**src/rtl/flow_water_lights.sv**
```systemverilog
// rtl/flow_water_lights.sv - 8-LED running-light controller with run/pause button
// Optional button debounce when FWL_BTN_DEBOUNCE_EN is defined.
module flow_water_lights #(
  parameter int DIV   = 10000,
  parameter int CNT_W = 32
) (
  input  logic       clk,
  input  logic       rst,
  input  logic       button,
  input  logic [1:0] freq_set,
  input  logic       dir_set,
  output logic [7:0] led
);

  logic             sync_q1, sync_q2;
  logic             run_q, run_d;
  logic [CNT_W-1:0] cnt_q, cnt_d;
  logic [7:0]       led_q, led_d;
  logic [CNT_W-1:0] period_m1;
  logic             press;

  always_ff @(posedge clk or negedge rst) begin
    if (!rst) begin
      sync_q1 <= 1'b0;
      sync_q2 <= 1'b0;
    end else begin
      sync_q1 <= button;
      sync_q2 <= sync_q1;
    end
  end

`ifdef FWL_BTN_DEBOUNCE_EN
  logic       db_level_q, db_level_d;
  logic [3:0] db_cnt_q, db_cnt_d;

  // A level change is accepted only after 16 consecutive cycles at the new value.
  always_comb begin
    db_level_d = db_level_q;
    db_cnt_d   = 4'd0;
    press      = 1'b0;
    if (sync_q2 != db_level_q) begin
      if (db_cnt_q == 4'd15) begin
        db_level_d = sync_q2;
        press      = sync_q2;
      end else begin
        db_cnt_d = db_cnt_q + 4'd1;
      end
    end
  end

  always_ff @(posedge clk or negedge rst) begin
    if (!rst) begin
      db_level_q <= 1'b0;
      db_cnt_q   <= 4'd0;
    end else begin
      db_level_q <= db_level_d;
      db_cnt_q   <= db_cnt_d;
    end
  end
`else
  assign press = sync_q1 & ~sync_q2;
`endif

  always_comb begin
    period_m1 = (CNT_W'(DIV) << freq_set) - CNT_W'(1);
  end

  // The step decision uses the current run flag, so a press on a step edge toggles afterwards.
  always_comb begin
    run_d = press ? ~run_q : run_q;
    cnt_d = cnt_q;
    led_d = led_q;
    if (run_q) begin
      if (cnt_q >= period_m1) begin
        cnt_d = '0;
        led_d = dir_set ? {led_q[0], led_q[7:1]} : {led_q[6:0], led_q[7]};
      end else begin
        cnt_d = cnt_q + CNT_W'(1);
      end
    end
  end

  always_ff @(posedge clk or negedge rst) begin
    if (!rst) begin
      run_q <= 1'b0;
      cnt_q <= '0;
      led_q <= 8'h01;
    end else begin
      run_q <= run_d;
      cnt_q <= cnt_d;
      led_q <= led_d;
    end
  end

  assign led = led_q;

endmodule

```
**config.mk**
```make
export PLATFORM = sky130hd
export DESIGN_NAME = flow_water_lights
export DESIGN_NICKNAME = d
export VERILOG_FILES = /design/src/rtl/flow_water_lights.sv
export SDC_FILE = /design/constraint.sdc
export NUM_CORES = 1
export LEC_CHECK = 0
export CAP_MARGIN = 10
export CORE_UTILIZATION = 54
export DETAILED_ROUTE_END_ITERATION = 7
export PLACE_DENSITY = 0.75
export SLEW_MARGIN = 40
export SYNTH_ARGS = -nofsm -noshare
export SYNTH_HDL_FRONTEND = slang
export SYNTH_SLANG_ARGS = --single-unit
```
**constraint.sdc**
```tcl
create_clock -name clk -period 2.4 [get_ports clk]
set_input_delay 0.24 -clock clk [delete_from_list [all_inputs] [get_ports clk]]
set_output_delay 0.24 -clock clk [all_outputs]
set_load 0.05 [all_outputs]
```
==> results.md, run 1 <==
* Status: finished, final reports clean
* Crit-path cells: ha_4 -> nand4_1 -> nor4_4 -> nand2_2 -> and3_4 -> a21oi_4 -> clkbuf_16 -> mux2_4
* PortBufs at 13
* Post-synth top flop: dfrtp_1
* Power Total at around 2.7 mW
* Total negative slack at 0 ps
* Setup Viol. Count Final at 0
* PD cells at ~800 mW/mm²
* Seq cells post-synth at 43
* Area occupied by multi-input gates at 0.00168 mm²
* Mapped Area at 0.00272 mm²
* Overall Global Routing Usage at 23.2%
* CTS tree: yes
* Hold endpoint: sync_q2$_DFF_PN0_
* Post-DP Area at a little over 0.003 mm²
* Synthesis Warnings at 0
* Worst R2R Setup Slack at 60 ps
* Clock buffer depth at 2
* Gr busiest metal: met2
* Global-route wire length before repair at approximately 9400 µm
* Commonest cells in the netlist: dfrtp_1 (42), nor2_1 (36), ha_1 (31)
* Drt wl/cell at about 14 µm
* Distinct cell type count after synthesis at 42
* Met1 usage at 27.2%
* GRT met2 Usage at 42.4%
* Proportion of layout cells with a drive suffix above 1 at 23.2%
* Worst EP arrival at 2520 ps
* Post-DP HPWL at 4060 µm
* Cts bufs inserted at 5
* Met3 usage at 4.14%
* Design area at 0.00335 mm²
* Setup Skew at 17.3 ps
* Post-synth EDFFs at 0
* Post-Syn Instances at 272
* Row count at 25
* CP Capture Type: register
* Vias/cell at 5.37
* Initial antenna violation count at 0
* Clock latency on the worst-skew pair at 300 ps
* Pin count of the biggest net entering global routing at 44
* Fin crit share at 97.4%
* Crit Path Max Fanout at 5
* RR Endpoint: led[5]$_DFFE_PN0P_
* R2R cell count at 8
* Final GP Congestion at 0.840
* Vias at roughly 2100
* Fillers at 387
* Max Cap Violations at 0
* DR pass1 iterations at 4
* Die area at 0.00533 mm²
* Register area at between 0.001 and 0.0015 mm²
* # diodes at 0
* Yosys top cell area share at 38.6%
* GRT Residual Overflow at 0
* Die width at 73.0 µm
* Post-route minimum period at 2340 ps
* Synth Area per Inst at 10.0 µm²
* Die Height at 73.0 µm
* Critical path type: reg -> reg
* Vias in the first global route at 2108
* Slew HR at approximately 64%
* Slowest stage delay, CP at 440 ps
* Asr flop ratio synth at 100%
* Worst slew pin tran at between 500 and 600 ps
* Max rail drop VDD at 0.557 mV
* Root Buffer Master: clkbuf_8
* Dominant cells by area after synthesis: dfrtp_1 (39%), ha_1 (14%), xor2_1 (6.8%), mux2_2 (6.2%), nor2_1 (5.0%)
* Drt drc at 0
* Initial core utilization at 56.9%
* Critical-path top delay cell: dfrtp_1
* CP required at 2580 ps
* LEAKAGE at 1.61 nW
* Layout Nets at 363
* CTS clk-pin slew, worst paths at around 90 ps
* Area leader, netlist: dfrtp_1
* Total wire length at approximately 5600 µm
* Worst Hold Class: reg -> reg
* DRT iter0 DRCs at 89
* Fin. max-slew vios at 0
* Area growth syn-to-layout at 22.9%
* Hold path cells at 0
* Io pins at 14
* Worst r2r src: cnt_q[26]$_DFFE_PN0P_
* Hold path start: sync_q1$_DFF_PN0_
* Max H-tree Level at 2
* Sequential cell area fraction in the yosys report at approximately two fifths
* Critical Path Start Type: register
* Hold Fails Final Rpt at 0
* Clock sink count at 43
* Core Box Area at 0.00479 mm²
* FMAX at between 0.4 and 0.5 GHz
* Remaining antenna violation count at 0
* Most numerous cell in the Yosys netlist: dfrtp_1
power breakdown:
group | total [mW] | internal, mW | switching (mW) | leakage [nW]
clock network | 0.475 | 0.232 | 0.243 | 0.0482
registers | 1.12 | 0.909 | 0.213 | 0.579
logic | 1.08 | 0.531 | 0.551 | 0.987
total | 2.68 | 1.67 | 1.01 | 1.61
cell usage in the layout, fill, tap and decap left out, types with 6 or more instances in the layout:
| cell type | netlist | routed |
|---|---|---|
| a21oi_1 | 11 | 10 |
| conb_1 | 1 | 11 |
| buf_4 | 0 | 27 |
| nand4_1 | 11 | 11 |
| mux2_2 | 15 | 14 |
| nand2_1 | 24 | 24 |
| clkbuf_8 | 0 | 6 |
| ha_1 | 31 | 27 |
| clkdlybuf4s50_1 | 0 | 10 |
| xnor2_1 | 8 | 8 |
| dfrtp_1 | 42 | 42 |
| nand3_1 | 12 | 12 |
| nor2_1 | 36 | 33 |
| inv_1 | 10 | 8 |
| xor2_1 | 21 | 21 |
through the flow:
stage	hold slack (ps)	worst slack (ps)	instances	utilization, %
CTS	375	36.3	390	67.7
global placement	358	-500	379	64.7
global route	383	-17.9	394	69.9
finish	369	62.6	394	69.9
detailed placement	263	-606	379	64.8
floorplan	-55.6	39.9	282	-
sequential cells by signal, summed over array words and instances, names as in the netlist:
signal	count
run_q	1
led	8
sync_q2	1
cnt_q	32
sync_q1	1
worst max-delay path: cells and delay by family, from the launching register on:
family	cells	cell delay (ps)
adders and majority gates	1	300
DFF	1	440
AOI/OAI and AO/OA	1	190
buffers and inverters	1	180
muxes	1	290
and+or+nand+nor	4	830
how the worst max path moves through the flow:
stage,start,endpoint,slack (ps)
after CTS,cnt_q[28]$_DFFE_PN0P_,led[3]$_DFFE_PN0P_,40
final,cnt_q[26]$_DFFE_PN0P_,led[5]$_DFFE_PN0P_,60
after global placement,freq_set[0],led[5]$_DFFE_PN0P_,-500
after floorplan,cnt_q[28]$_DFFE_PN0P_,led[6]$_DFFE_PN0P_,40
after global routing,cnt_q[26]$_DFFE_PN0P_,led[5]$_DFFE_PN0P_,-20
after detailed placement,freq_set[1],cnt_q[12]$_DFFE_PN0P_,-610
area by class of cell:
cell class,instances,area share (%)
Inverter,10,1.12
Clock inverter,1,0.150
Timing Repair Buffer,43,11.3
Tap cell,67,2.51
Multi-Input combinational cell,223,50.1
Clock buffer,7,2.58
Sequential cell,43,32.2
cell families after synthesis:
| family | after synthesis | synth area share [%] |
|---|---|---|
| buf+inv | 16 | 3.03 |
| other cells | 1 | 0.138 |
| compound gates | 29 | 7.26 |
| simple gates | 106 | 19.3 |
| flops | 43 | 39.6 |
| mux | 17 | 7.12 |
| fa+ha+maj | 31 | 14.2 |
| xor+xnor | 29 | 9.33 |
what timing repair did:
action                     in CTS  in global routing
pin swaps                       3                  8
setup buffers                   2                  3
hold buffers                    1                  0
gates resized for setup         6                 15
hold endpoints to repair       42                  0
setup endpoints to repair      39                 35
gates cloned                    0                  1
metal layers:
layer	up-vias	share of wire, %	wire length (µm)
li1	1049	-	-
met5	-	0	0
met2	33	50	2820
met3	12	2.6	143
met4	0	1.9	107
met1	1023	45	2540
Power figures use the tool's default switching activity.
==> inputs of run 2 (changes only) <==
- SKIP_LAST_GASP: not set -> 1
==> results of run 2 <==
Same layout as run 1: the final DEF is identical, and so are final timing and power.
==> inputs of run 3 (changes only) <==
- CTS_CLUSTER_SIZE: not set -> 10
- PLACE_DENSITY: 0.75 -> 0.86
==> run 3 against run 2 <==
The flow now finishes with violations (setup timing); die area did not move; sequential cell count is the same; final area rose by 0.52%; clock power fell by 4.2%; critical path type is now in -> reg; largest power group unchanged.
==> results.md, run 3 (synthesis gave the netlist of run 1 again) <==
* Status: finished, violations left
* Failing checks: setup timing
* Pin count of the biggest net entering global routing at 44 (unchanged)
* Hold path start: sync_q1$_DFF_PN0_
* Delay-heaviest family, CP: compound AO/OA/AOI/OAI gates
* Crit-path cells: dlygate4sd2_1 -> buf_6 -> ha_2 -> xnor2_2 -> ha_4 -> a21oi_2 -> o21ai_1 -> o21a_1 -> o211ai_2 -> a21oi_4 -> buf_6 -> buf_16 -> mux2_4
* Initial core utilization at 56.9% (unchanged)
* Setup Viol. Count Final at 3 (+3)
* FMAX at 0.413 GHz (-3.4%)
* Vias in the first global route at 2257 (+7.1%)
* Die area at 0.00533 mm² (unchanged)
* CP required at 2590 ps (about the same)
* # diodes at 0 (unchanged)
* Final GP Congestion at 0.876 (+4.3%)
* Die Height at 73.0 µm (unchanged)
* LEAKAGE at 1.63 nW (+1.1%)
* Worst r2r src: cnt_q[24]$_DFFE_PN0P_
* DRT iter0 DRCs at 84 (-5.6%)
* Largest register by flop count: cnt_q
* CTS tree: yes
* R2R cell count at 9 (+1)
* Post-route minimum period at 2420 ps (+82.9 ps)
* Max rail drop VDD at 0.682 mV (+23%)
* Worst EP arrival at 2610 ps (+90 ps)
* Max H-tree Level at 2 (unchanged)
* Row count at 25 (unchanged)
* CTS clk-pin slew, worst paths at 90 ps (about the same)
* Setup Skew at 12.2 ps (-5.14 ps)
* Vias at 2222 (+5.0%)
* Proportion of layout cells with a drive suffix above 1 at 22.6% (-0.61 points)
* Hold Fails Final Rpt at 0 (unchanged)
* Total negative slack at -37.1 ps (-37.1 ps)
* Clock latency on the worst-skew pair at 300 ps (about the same)
* Clock sink count at 43 (unchanged)
* Root Buffer Master: clkbuf_8
* CP most frequent cell: buf_6
* Area occupied by multi-input gates at 0.00170 mm² (+1.1%)
* Io pins at 14 (unchanged)
* Overall Global Routing Usage at 25.0% (+1.8 points)
* Die width at 73.0 µm (unchanged)
* Register area at 0.00108 mm² (unchanged)
* Commonest cells after routing, fill and taps aside: dfrtp_1 (42), nor2_1 (35), ha_1 (26)
* Drt wl/cell at 15.7 µm (+11%)
* RR Endpoint: led[6]$_DFFE_PN0P_
* DR pass1 iterations at 4 (unchanged)
* Remaining antenna violation count at 0 (unchanged)
* Critical Path Start Type: primary input
* Hold endpoint: sync_q2$_DFF_PN0_
* Vias/cell at 5.64 (+5.0%)
* Core Box Area at 0.00479 mm² (unchanged)
* Worst R2R Setup Slack at 0 ps (-60 ps)
* Unrepaired setup endpoints after global routing: yes
* CP startpoint: freq_set[1]
* Worst slew pin tran at 574 ps (+30.9 ps)
* PD cells at 799 mW/mm² (-0.28%)
* Design area at 0.00336 mm² (+0.52%)
* Global-route wire length before repair at 10000 µm (+6.0%)
* Max FFs per register at 32 (unchanged)
* Area growth syn-to-layout at 23.5%
* PortBufs at 13 (unchanged)
* Clock buffer depth at 2 (unchanged)
* Layout Nets at 363 (unchanged)
* Critical-path top delay cell: mux2_4
* Initial antenna violation count at 0 (unchanged)
* CP Capture Type: register
* Cts bufs inserted at 5 (unchanged)
* Slew HR at 61.4% (-2.4 points)
* Total wire length at 6200 µm (+11%)
* CP bufs+invs at 4 (+3)
* Hold path cells at 0 (unchanged)
* Final WS setup at -20.4 ps (-82.9 ps)
* Commonest non-fill, non-tap cell in the layout: dfrtp_1
* Drt drc at 0 (unchanged)
* Slowest stage delay, CP at 290 ps (-150 ps)
* Fin crit share at 101% (+3.5 points)
* Critical path type: in -> reg
* Post-DP Area at 0.00308 mm² (-0.73%)
* Post-DP HPWL at 3930 µm (-3.1%)
* Fin. max-slew vios at 0 (unchanged)
* Fillers at 338 (-13%)
* Worst Hold Class: reg -> reg
* GRT Residual Overflow at 0 (unchanged)
* Max Cap Violations at 0 (unchanged)
* Crit Path Max Fanout at 5 (unchanged)
-- run 3: through the flow --
step	cells	power (mW)	worst slack (ps)	hold slack, ps	util (%)
3_5_place_dp	376	2.06	-649	259	64.3
2_1_floorplan	282	1.76	39.9	-55.6	-
4_1_cts	389	2.61	0.308	374	68.1
6_report	394	2.69	-20.4	373	70.3
3_3_place_gp	376	2.00	-525	355	64.2
5_1_grt	394	2.86	-88.3	368	70.3
-- run 3: worst max path at each step --
stage | end | slack, ps | depth (start not counted)
3_5_place_dp | cnt_q[5]$_DFFE_PN0P_ | -650 | 11
4_1_cts | led[3]$_DFFE_PN0P_ | 0.3 | 8
6_report | led[6]$_DFFE_PN0P_ | -20 | 13
2_1_floorplan | led[6]$_DFFE_PN0P_ | 40 | 7
5_1_grt | led[6]$_DFFE_PN0P_ | -90 | 13
3_3_place_gp | cnt_q[10]$_DFFE_PN0P_ | -520 | 11
-- run 3: power breakdown --
| group | internal, mW | total [mW] | switching, mW |
|---|---|---|---|
| logic | 0.516 | 1.10 | 0.587 |
| registers | 0.909 | 1.13 | 0.218 |
| clock network | 0.204 | 0.455 | 0.251 |
| total | 1.63 | 2.69 | 1.06 |
-- run 3: repair_timing --
item	in CTS	in global routing
pin swaps	7	8
buffers inserted	3	6
gates resized for setup	9	19
endpoints found under the setup margin	39	37
hold buffers	1	0
endpoints found under the hold margin	42	0
gates cloned	1	0
-- run 3: layer usage --
metal / GRT usage (%) / share of wire (%) / vias up
li1: - / - / 1053
met4: 12.2 / 3.6 / 0
met1: 27.2 / 41 / 1085
met5: 0 / 0 / -
met3: 4.42 / 2.8 / 24
met2: 46.3 / 53 / 60
-- run 3: final cells by class --
cell class                 count  share of cell area [%]
multi-input combinational    223                    50.4
sequential                    43                    32.0
timing repair buffer          43                    11.4
tap                           67                    2.49
clock buffer                   6                    2.16
inverter                      10                    1.12
clock inverter                 2                   0.372
-- run 3: worst reg2reg max path, stage by stage (launching register included) --
cell	delay, ps
dfrtp_1	380
or4_4	570
nor4_4	280
buf_4	160
nand2_4	40
and3_4	170
a21oi_4	150
buf_6	130
buf_16	110
mux2_4	300
